[src/rtl/philv_mem_arbiter_pkg.sv]
// Shared types and constants for the Philosophy V unified-RAM arbiter.
package philv_mem_pkg;

  // Arbiter transaction phases.
  typedef enum logic [1:0] {
    IDLE  = 2'd0,
    ISSUE = 2'd1,
    WAIT  = 2'd2,
    RESP  = 2'd3
  } state_e;

  // Requester identity; the value doubles as the bit index in req/gnt vectors.
  typedef enum logic {
    REQ_IF  = 1'b0,
    REQ_MEM = 1'b1
  } req_id_e;

  localparam int MAX_MEM_LATENCY = 4;
  localparam int BE_W            = 4;
  // Counter only ever holds MEM_LATENCY-1, so it never needs to reach MAX_MEM_LATENCY.
  localparam int LAT_CNT_W       = $clog2(MAX_MEM_LATENCY);

  // Keeps an out-of-range latency parameter inside the supported 1..MAX window.
  function automatic int clamp_latency(input int lat);
    if (lat < 1) begin
      return 1;
    end
    if (lat > MAX_MEM_LATENCY) begin
      return MAX_MEM_LATENCY;
    end
    return lat;
  endfunction

endpackage

[src/rtl/philv_mem_arbiter_if.sv]
// Bundle of the fetch port, the load/store port and the RAM port.
// slave  : the arbiter's view.
// master : the core-plus-RAM view.
interface philv_mem_arbiter_if #(
  parameter int ADDR_W = 32,
  parameter int DATA_W = 32
);

  // Fetch port
  logic                          if_req;
  logic [ADDR_W-1:0]             if_addr;
  logic                          if_gnt;
  logic                          if_rvalid;
  logic [DATA_W-1:0]             if_rdata;

  // Load/store port
  logic                          mem_req;
  logic                          mem_we;
  logic [philv_mem_pkg::BE_W-1:0] mem_be;
  logic [ADDR_W-1:0]             mem_addr;
  logic [DATA_W-1:0]             mem_wdata;
  logic                          mem_gnt;
  logic                          mem_rvalid;
  logic [DATA_W-1:0]             mem_rdata;

  // RAM port
  logic                          ram_en;
  logic [philv_mem_pkg::BE_W-1:0] ram_we;
  logic [ADDR_W-1:0]             ram_addr;
  logic [DATA_W-1:0]             ram_wdata;
  logic [DATA_W-1:0]             ram_rdata;

  modport slave (
    input  if_req, if_addr,
    output if_gnt, if_rvalid, if_rdata,
    input  mem_req, mem_we, mem_be, mem_addr, mem_wdata,
    output mem_gnt, mem_rvalid, mem_rdata,
    output ram_en, ram_we, ram_addr, ram_wdata,
    input  ram_rdata
  );

  modport master (
    output if_req, if_addr,
    input  if_gnt, if_rvalid, if_rdata,
    output mem_req, mem_we, mem_be, mem_addr, mem_wdata,
    input  mem_gnt, mem_rvalid, mem_rdata,
    input  ram_en, ram_we, ram_addr, ram_wdata,
    output ram_rdata
  );

endinterface

[src/rtl/philv_mem_arbiter_rr_arb2.sv]
// Two-input round-robin arbiter. Purely combinational; the parent keeps
// last_owner. On a conflict the port that did not own the previous
// transaction wins.
module philv_rr_arb2
  import philv_mem_pkg::*;
(
  input  logic [1:0] req,
  input  req_id_e    last_owner,
  input  logic       enable,
  output logic [1:0] gnt
);

  genvar gi;
  for (gi = 0; gi < 2; gi++) begin : g_gnt
    // A port wins when it asks alone, or when it asks and was not the last owner.
    assign gnt[gi] = enable & req[gi] &
                     (~req[1-gi] | (last_owner != req_id_e'(gi)));
  end

endmodule

[src/rtl/philv_mem_arbiter.sv]
// Shares one single-ported RAM between the fetch and load/store ports.
// One transaction in flight; a transaction spans MEM_LATENCY+2 cycles:
// grant (IDLE), RAM strobe (ISSUE), MEM_LATENCY-1 WAIT cycles, response (RESP).
module philv_mem_arbiter
  import philv_mem_pkg::*;
#(
  parameter int ADDR_W      = 32,
  parameter int DATA_W      = 32,
  parameter int MEM_LATENCY = 1
) (
  input  logic               clk,
  input  logic               rstb,
  philv_mem_arbiter_if.slave bus
);

  localparam int                   LAT      = clamp_latency(MEM_LATENCY);
  localparam logic [LAT_CNT_W-1:0] LAT_LOAD = LAT_CNT_W'(LAT - 1);

  state_e                 state_reg, state_next;
  logic [LAT_CNT_W-1:0]   cnt_reg, cnt_next;
  req_id_e                owner_reg, owner_next;
  req_id_e                last_owner_reg, last_owner_next;
  // Byte-offset bits are dropped at capture: the RAM is word-addressed.
  logic [ADDR_W-3:0]      addr_reg, addr_next;
  logic                   we_reg, we_next;
  logic [BE_W-1:0]        be_reg, be_next;
  logic [DATA_W-1:0]      wdata_reg, wdata_next;

  logic [1:0]             req_vec;
  logic [1:0]             gnt_vec;
  logic                   arb_en;

  assign req_vec = {bus.mem_req, bus.if_req};
  // Grants only exist while idle and never during reset.
  assign arb_en  = (state_reg == IDLE) && !rstb;

  philv_rr_arb2 u_arb (
    .req        (req_vec),
    .last_owner (last_owner_reg),
    .enable     (arb_en),
    .gnt        (gnt_vec)
  );

  assign bus.if_gnt  = gnt_vec[REQ_IF];
  assign bus.mem_gnt = gnt_vec[REQ_MEM];

  // State, latency counter and captured transaction registers.
  always_ff @(posedge clk) begin
    if (rstb) begin
      state_reg      <= IDLE;
      cnt_reg        <= '0;
      owner_reg      <= REQ_IF;
      last_owner_reg <= REQ_IF;
      addr_reg       <= '0;
      we_reg         <= 1'b0;
      be_reg         <= '0;
      wdata_reg      <= '0;
    end else begin
      state_reg      <= state_next;
      cnt_reg        <= cnt_next;
      owner_reg      <= owner_next;
      last_owner_reg <= last_owner_next;
      addr_reg       <= addr_next;
      we_reg         <= we_next;
      be_reg         <= be_next;
      wdata_reg      <= wdata_next;
    end
  end

  // Next-state logic: capture on grant, then walk ISSUE -> WAIT* -> RESP.
  always_comb begin
    state_next      = state_reg;
    cnt_next        = cnt_reg;
    owner_next      = owner_reg;
    last_owner_next = last_owner_reg;
    addr_next       = addr_reg;
    we_next         = we_reg;
    be_next         = be_reg;
    wdata_next      = wdata_reg;

    unique case (state_reg)
      IDLE: begin
        if (gnt_vec[REQ_MEM]) begin
          owner_next      = REQ_MEM;
          last_owner_next = REQ_MEM;
          addr_next       = bus.mem_addr[ADDR_W-1:2];
          we_next         = bus.mem_we;
          be_next         = bus.mem_be;
          wdata_next      = bus.mem_wdata;
          state_next      = ISSUE;
        end else if (gnt_vec[REQ_IF]) begin
          // Fetches are always reads; clear the store fields outright.
          owner_next      = REQ_IF;
          last_owner_next = REQ_IF;
          addr_next       = bus.if_addr[ADDR_W-1:2];
          we_next         = 1'b0;
          be_next         = '0;
          wdata_next      = '0;
          state_next      = ISSUE;
        end
      end
      ISSUE: begin
        cnt_next   = LAT_LOAD;
        state_next = (LAT == 1) ? RESP : WAIT;
      end
      WAIT: begin
        if (cnt_reg != '0) begin
          cnt_next = cnt_reg - 1'b1;
        end
        if (cnt_reg <= LAT_CNT_W'(1)) begin
          state_next = RESP;
        end
      end
      RESP: begin
        state_next = IDLE;
      end
      default: begin
        state_next = IDLE;
      end
    endcase
  end

  // RAM strobe and response outputs; everything is held at zero during reset.
  always_comb begin
    bus.ram_en     = 1'b0;
    bus.ram_we     = '0;
    bus.ram_addr   = '0;
    bus.ram_wdata  = '0;
    bus.if_rvalid  = 1'b0;
    bus.if_rdata   = '0;
    bus.mem_rvalid = 1'b0;
    bus.mem_rdata  = '0;

    if (!rstb) begin
      unique case (state_reg)
        ISSUE: begin
          bus.ram_en    = 1'b1;
          bus.ram_addr  = {addr_reg, 2'b00};
          bus.ram_we    = (we_reg && owner_reg == REQ_MEM) ? be_reg : '0;
          bus.ram_wdata = wdata_reg;
        end
        RESP: begin
          if (owner_reg == REQ_IF) begin
            bus.if_rvalid = 1'b1;
            bus.if_rdata  = bus.ram_rdata;
          end else begin
            bus.mem_rvalid = 1'b1;
            bus.mem_rdata  = we_reg ? '0 : bus.ram_rdata;
          end
        end
        default: begin
        end
      endcase
    end
  end

endmodule

[src/flat_wrapper.sv]
// flat-port wrapper written by rule: the top's interface ports become plain ports
module philv_mem_arbiter_flat import philv_mem_pkg::*;
#(
  parameter int ADDR_W      = 32,
  parameter int DATA_W      = 32,
  parameter int MEM_LATENCY = 1
)
  (clk, rstb, bus_if_req, bus_if_addr, bus_if_gnt, bus_if_rvalid, bus_if_rdata, bus_mem_req, bus_mem_we, bus_mem_be, bus_mem_addr, bus_mem_wdata, bus_mem_gnt, bus_mem_rvalid, bus_mem_rdata, bus_ram_en, bus_ram_we, bus_ram_addr, bus_ram_wdata, bus_ram_rdata);
  philv_mem_arbiter_if #(.ADDR_W(ADDR_W), .DATA_W(DATA_W)) bus_i ();
  input  logic clk;
  input  logic rstb;
  input wire logic [$bits(bus_i.if_req)-1:0] bus_if_req;
  input wire logic [$bits(bus_i.if_addr)-1:0] bus_if_addr;
  output wire logic [$bits(bus_i.if_gnt)-1:0] bus_if_gnt;
  output wire logic [$bits(bus_i.if_rvalid)-1:0] bus_if_rvalid;
  output wire logic [$bits(bus_i.if_rdata)-1:0] bus_if_rdata;
  input wire logic [$bits(bus_i.mem_req)-1:0] bus_mem_req;
  input wire logic [$bits(bus_i.mem_we)-1:0] bus_mem_we;
  input wire logic [$bits(bus_i.mem_be)-1:0] bus_mem_be;
  input wire logic [$bits(bus_i.mem_addr)-1:0] bus_mem_addr;
  input wire logic [$bits(bus_i.mem_wdata)-1:0] bus_mem_wdata;
  output wire logic [$bits(bus_i.mem_gnt)-1:0] bus_mem_gnt;
  output wire logic [$bits(bus_i.mem_rvalid)-1:0] bus_mem_rvalid;
  output wire logic [$bits(bus_i.mem_rdata)-1:0] bus_mem_rdata;
  output wire logic [$bits(bus_i.ram_en)-1:0] bus_ram_en;
  output wire logic [$bits(bus_i.ram_we)-1:0] bus_ram_we;
  output wire logic [$bits(bus_i.ram_addr)-1:0] bus_ram_addr;
  output wire logic [$bits(bus_i.ram_wdata)-1:0] bus_ram_wdata;
  input wire logic [$bits(bus_i.ram_rdata)-1:0] bus_ram_rdata;
  assign bus_i.if_req = bus_if_req;
  assign bus_i.if_addr = bus_if_addr;
  assign bus_if_gnt = bus_i.if_gnt;
  assign bus_if_rvalid = bus_i.if_rvalid;
  assign bus_if_rdata = bus_i.if_rdata;
  assign bus_i.mem_req = bus_mem_req;
  assign bus_i.mem_we = bus_mem_we;
  assign bus_i.mem_be = bus_mem_be;
  assign bus_i.mem_addr = bus_mem_addr;
  assign bus_i.mem_wdata = bus_mem_wdata;
  assign bus_mem_gnt = bus_i.mem_gnt;
  assign bus_mem_rvalid = bus_i.mem_rvalid;
  assign bus_mem_rdata = bus_i.mem_rdata;
  assign bus_ram_en = bus_i.ram_en;
  assign bus_ram_we = bus_i.ram_we;
  assign bus_ram_addr = bus_i.ram_addr;
  assign bus_ram_wdata = bus_i.ram_wdata;
  assign bus_i.ram_rdata = bus_ram_rdata;
  philv_mem_arbiter #(.ADDR_W(ADDR_W), .DATA_W(DATA_W), .MEM_LATENCY(MEM_LATENCY)) u_core (.clk(clk), .rstb(rstb), .bus(bus_i));
endmodule
[config.mk]
export PLATFORM = sky130hd
export DESIGN_NAME = philv_mem_arbiter_flat
export DESIGN_NICKNAME = d
export VERILOG_FILES = /design/src/rtl/philv_mem_arbiter_pkg.sv /design/src/rtl/philv_mem_arbiter_if.sv /design/src/rtl/philv_mem_arbiter_rr_arb2.sv /design/src/rtl/philv_mem_arbiter.sv /design/src/flat_wrapper.sv
export SDC_FILE = /design/constraint.sdc
export NUM_CORES = 1
export LEC_CHECK = 0
export CAP_MARGIN = 20
export CORE_MARGIN = 1.5
export CORE_UTILIZATION = 35
export DETAILED_ROUTE_END_ITERATION = 12
export GPL_TIMING_DRIVEN = 0
export HOLD_SLACK_MARGIN = 0.08
export PLACE_DENSITY = 0.92
export SETUP_SLACK_MARGIN = 0.15
export SLEW_MARGIN = 20
export SYNTH_ARGS = -nofsm -noshare
export SYNTH_HDL_FRONTEND = slang
export SYNTH_SLANG_ARGS = --single-unit
[constraint.sdc]
create_clock -name clk -period 3.2 [get_ports clk]
set_input_delay 0.64 -clock clk [delete_from_list [all_inputs] [get_ports clk]]
set_output_delay 0.64 -clock clk [all_outputs]
set_load 0.005 [all_outputs]
# Word level (Yosys, flattened, before mapping)

Cells that the tools add are included.

Bits in registers: 72
Input bits: 137
Output and inout port bits: 137
Word-level logic and storage cells: 71

Add/subtract/negate cells: 1
Magnitude comparators: 1
Equal/unequal tests: 6
Multiplexer cells: 37
Bitwise gates (word level): 9
Reductions and logical operators: 10

Operator list:

| kind                                                  | count |
|---|---|
| 2-to-1 mux 32 bit                                     | 13 |
| 2-to-1 mux 30 bit                                     | 2 |
| 2-to-1 mux 4 bit                                      | 5 |
| 2-to-1 mux 1 bit                                      | 11 |
| 2-to-1 mux 2 bit                                      | 4 |
| one-hot mux 2 bit (4 select lines)                    | 1 |
| AND reduction 2 bit                                   | 3 |
| nonzero test 2 bit                                    | 3 |
| AND 1 bit                                             | 4 |
| equality test 2 bit, second input constant            | 2 |
| inequality test 2 x 1 -> 1 bit, second input constant | 2 |
| one-hot mux 2 bit (2 select lines)                    | 1 |
| inequality test 3 bit, second input constant          | 1 |
| inverter 1 bit                                        | 3 |
| equality test 2 x 1 -> 1 bit, second input constant   | 1 |
| <= comparator 2 x 1 -> 1 bit, second input constant   | 1 |
| logical AND 1 bit                                     | 2 |
| zero test 2 bit                                       | 1 |
| OR 1 bit                                              | 2 |
| subtractor 2 x 1 -> 2 bit, second input constant      | 1 |
| zero test 1 bit                                       | 1 |

# Logic depth before layout (Yosys ltp)

Depth after elaboration: 7
Gate-level depth with buffers: 8
Mapped depth without buffers: 7

# Cells and area by module

Synthesis repeated with hierarchy kept, for this count alone.

Cells, all modules: 495
Area total of the unflattened synthesis: 4129.0 µm²

Modules (own cells, without submodules):

| module            | instances | cells each | area each (µm²) | sequential area each (µm²) |
|---|---|---|---|---|
| philv_mem_arbiter | 1         | 490        | 4107.7          | 1441.4 |
| philv_rr_arb2     | 1         | 5          | 21.3            | 0.0 |

# Worst setup path before layout

Ideal clock, no wire load.

Path type: input to output
Start: input rstb
End: output bus_if_rdata[10]
Arrival time: 1368 ps
Data required time: 2560 ps
Slack: 1192 ps
Stages: 3
Buffers on the path: 1
Cells stage by stage: nor3b_1 > clkbuf_1 > and2_1

Word-level cells in the longest chain between the ends: 1

Ends and longest elaborated chain:

| what               | RTL line                 | text |
|---|---|---|
| start: declaration | flat_wrapper.sv:11       | `input logic rstb;` |
| 2-to-1 mux 32 bit  | philv_mem_arbiter.sv:134 | `if (!rstb) begin` |
| end: declaration   | flat_wrapper.sv:16       | `output wire logic [$bits(bus_i.if_rdata)-1:0] bus_if_rdata;` |

No other way between the ends.

# Final worst setup path

Start: input bus_mem_req
End: output bus_mem_gnt

Word-level cells in the longest chain between the ends: 2

Ends and longest elaborated chain:

| what                   | RTL line                        | text |
|---|---|---|
| start: declaration     | flat_wrapper.sv:17              | `input wire logic [$bits(bus_i.mem_req)-1:0] bus_mem_req;` |
| AND 1 bit (2 in a row) | philv_mem_arbiter_rr_arb2.sv:16 | `assign gnt[gi] = enable & req[gi] &` |
| end: declaration       | flat_wrapper.sv:22              | `output wire logic [$bits(bus_i.mem_gnt)-1:0] bus_mem_gnt;` |

No other way between the ends.

==> metrics.yaml <==
finClkSkew_ns: 0.00692
largest_register_ffs: 32
grt.total_usage: 0.236
layout_commonest_cell: "clkdlybuf4s50_1"
period_share: 0.925
p_int_mw: 2.05
vdd_drop_max_uv: 361
rsz0062_at_grt: "true"
clockRootBuffer: "clkbuf_8"
rows: 38
wl_per_cell_um: 16.1
io_pins: 274
p_per_area_nw_per_um2: 454
cts_tree: "yes"
swShare: 0.346
p_sw_mw: 1.09
drc_errors: 0
timing.fmax_ghz: 0.338
wl_met3_um: 969
grt_pass1_wl_mm: 21.3
crit_type: "input port to output pin"
ys_ff_latch: 72
clkTransAtPathRegs_ns: 0.08
finalWirelength_mm: 14.0
final_area_um2: 6920
syn_area_um2: 3830
ctsHtreeMaxLevel: 3
start_kind: "input port"
drtAntennaViolNets: 0
die_w_um: 108
die-area_um2: 11600
antenna_found_initial: 1
fin_crit_ns: 2.96
synthCells: 443
core_area_um2: 10700
cts_setup_buffers: 0
final_cell_mix: "clkdlybuf4s50_1 (266), and2_1 (130), dfxtp_1 (72)"
num_vias: 4241
drive_above_1_share: 0.124
wl_met1_mm: 5.21
hpwl_mm: 11.3
wl_met2_mm: 7.44
fillers: 877
hold_viol_final: 0
cp_max_fo: 10
synth_flop_cell: "dfxtp_1"
first_pass_iters: 4
routed.top_layer: "met4"
p_clk_frac: 0.234
critPathCaptureType: "output pin"
start_util: 0.357
cts.sinks: 72
power.share.sequential: 0.374
yosysSeqAreaShare: 0.376
place.gp.congestion: 0.804
required_ns: 2.56
die_h_um: 108
placed_area_um2: 6680
final-setup-viol-count: 0
grt_remaining_overflow: 0
grt_max_degree: 14
grt_pass1_vias: 4333
power_frac_comb: 0.392
cts_buffers: 9
clk_path_buf_depth: 2
clk_latency_ns: 0.35
vias_per_cell: 4.89
tns_ns: 0
avgSynthCellArea_um2: 8.65
layout.nets: 865
syn2layout_area_growth_pct: 80.4
drv_cap: 0
synth_cell_type_count: 33
drt_iter0_drc: 261
leakage_nw: 2.69
ys_warn_count: 0
status: "completed"
hp-class: "flip-flop to flip-flop"
async_reset_ff_frac: 0
cp.arrival_ns: 2.32
synth-edff-count: 0
slew_violations: 0
io_buffers: 267
path summary, 6_finish.rpt:
path / start / to / slack, ns / cells after the start
hold / removal: u_core.wdata_reg[17] / u_core.wdata_reg[17] / 0.47 / 1
setup reg to reg: u_core.state_reg[0] / u_core.addr_reg[6] / 1.33 / 7
hold reg to reg: u_core.wdata_reg[17] / u_core.wdata_reg[17] / 0.47 / 1
setup / recovery: bus_mem_req / bus_mem_gnt / 0.24 / 5
worst max-delay path, cell delays in order:
cell	delay [ns]
clkdlybuf4s50_1	0.61
nand3_2	0.17
inv_2	0.15
clkbuf_4	0.22
clkdlybuf4s50_1	0.53
synth_stat cells, types with 3 or more instances:
cell        n  area, µm²
inv_1       6       22.5
ha_1        6       75.1
a21oi_1     5       25.0
dfxtp_1    72       1440
and2_1    130        813
buf_4       6       45.0
nor3_1     31        155
clkbuf_1   11       41.3
buf_2      16       80.1
nor4_2     28        350
nor2_1     66        248
nand2b_1    3       18.8
clkbuf_2    3       15.0
a22o_1     37        324
metal layers:
metal  vias up  track usage
met5         -            0
met2       177        0.439
met1      1996        0.256
li1       2039            -
met4         0       0.0912
met3        29       0.0587
timing repair:
action,in CTS,in global routing
hold endpoints to repair,0,0
cloned,0,0
resized for setup,11,12
endpoints found under the setup margin,131,52
hold buffers,0,0
cell families (layout without fill, tap and decap cells):
group	after synthesis	after routing	synth area share
other cells	1	3	0.000978
buf+inv	45	328	0.0601
flops	72	72	0.376
simple gates	270	270	0.437
mux	2	2	0.00555
compound gates	47	47	0.101
fa+ha+maj	6	6	0.0196
per-stage QoR:
step | std cells | hold slack, ns | util | setup WS (ns) | power, mW
CTS | 867 | 0.474 | 0.642 | 0.188 | 3.13
global placement | 851 | 0.448 | 0.622 | -0.379 | 2.33
global route | 868 | 0.484 | 0.644 | 0.147 | 3.32
finish | 868 | 0.471 | 0.644 | 0.241 | 3.14
detailed placement | 851 | 0.446 | 0.622 | -0.387 | 2.40
floorplan | 444 | 0.434 | - | 1.19 | 1.85
power groups by stage:
stage          sequential, mW  combinational (mW)  clock [mW]
3_3_place_gp             1.18                1.16           0
5_1_grt                  1.20                1.35       0.778
2_1_floorplan            1.16               0.688           0
6_report                 1.17                1.23       0.733
4_1_cts                  1.17                1.22       0.739
3_5_place_dp             1.19                1.21           0
cell type report:
| type | count | area [µm²] | share of cell area |
|---|---|---|---|
| timing repair buffer | 267 | 2670 | 0.386 |
| multi-input combinational | 327 | 2190 | 0.316 |
| sequential | 72 | 1440 | 0.208 |
| buffer | 38 | 220 | 0.0318 |
| tap | 140 | 175 | 0.0253 |
| clock buffer | 9 | 124 | 0.0179 |
| clock inverter | 7 | 71.3 | 0.0103 |
| inverter | 7 | 26.3 | 0.00380 |
| antenna | 1 | 2.50 | 0.000362 |
(Power assumes the default switching activity.)
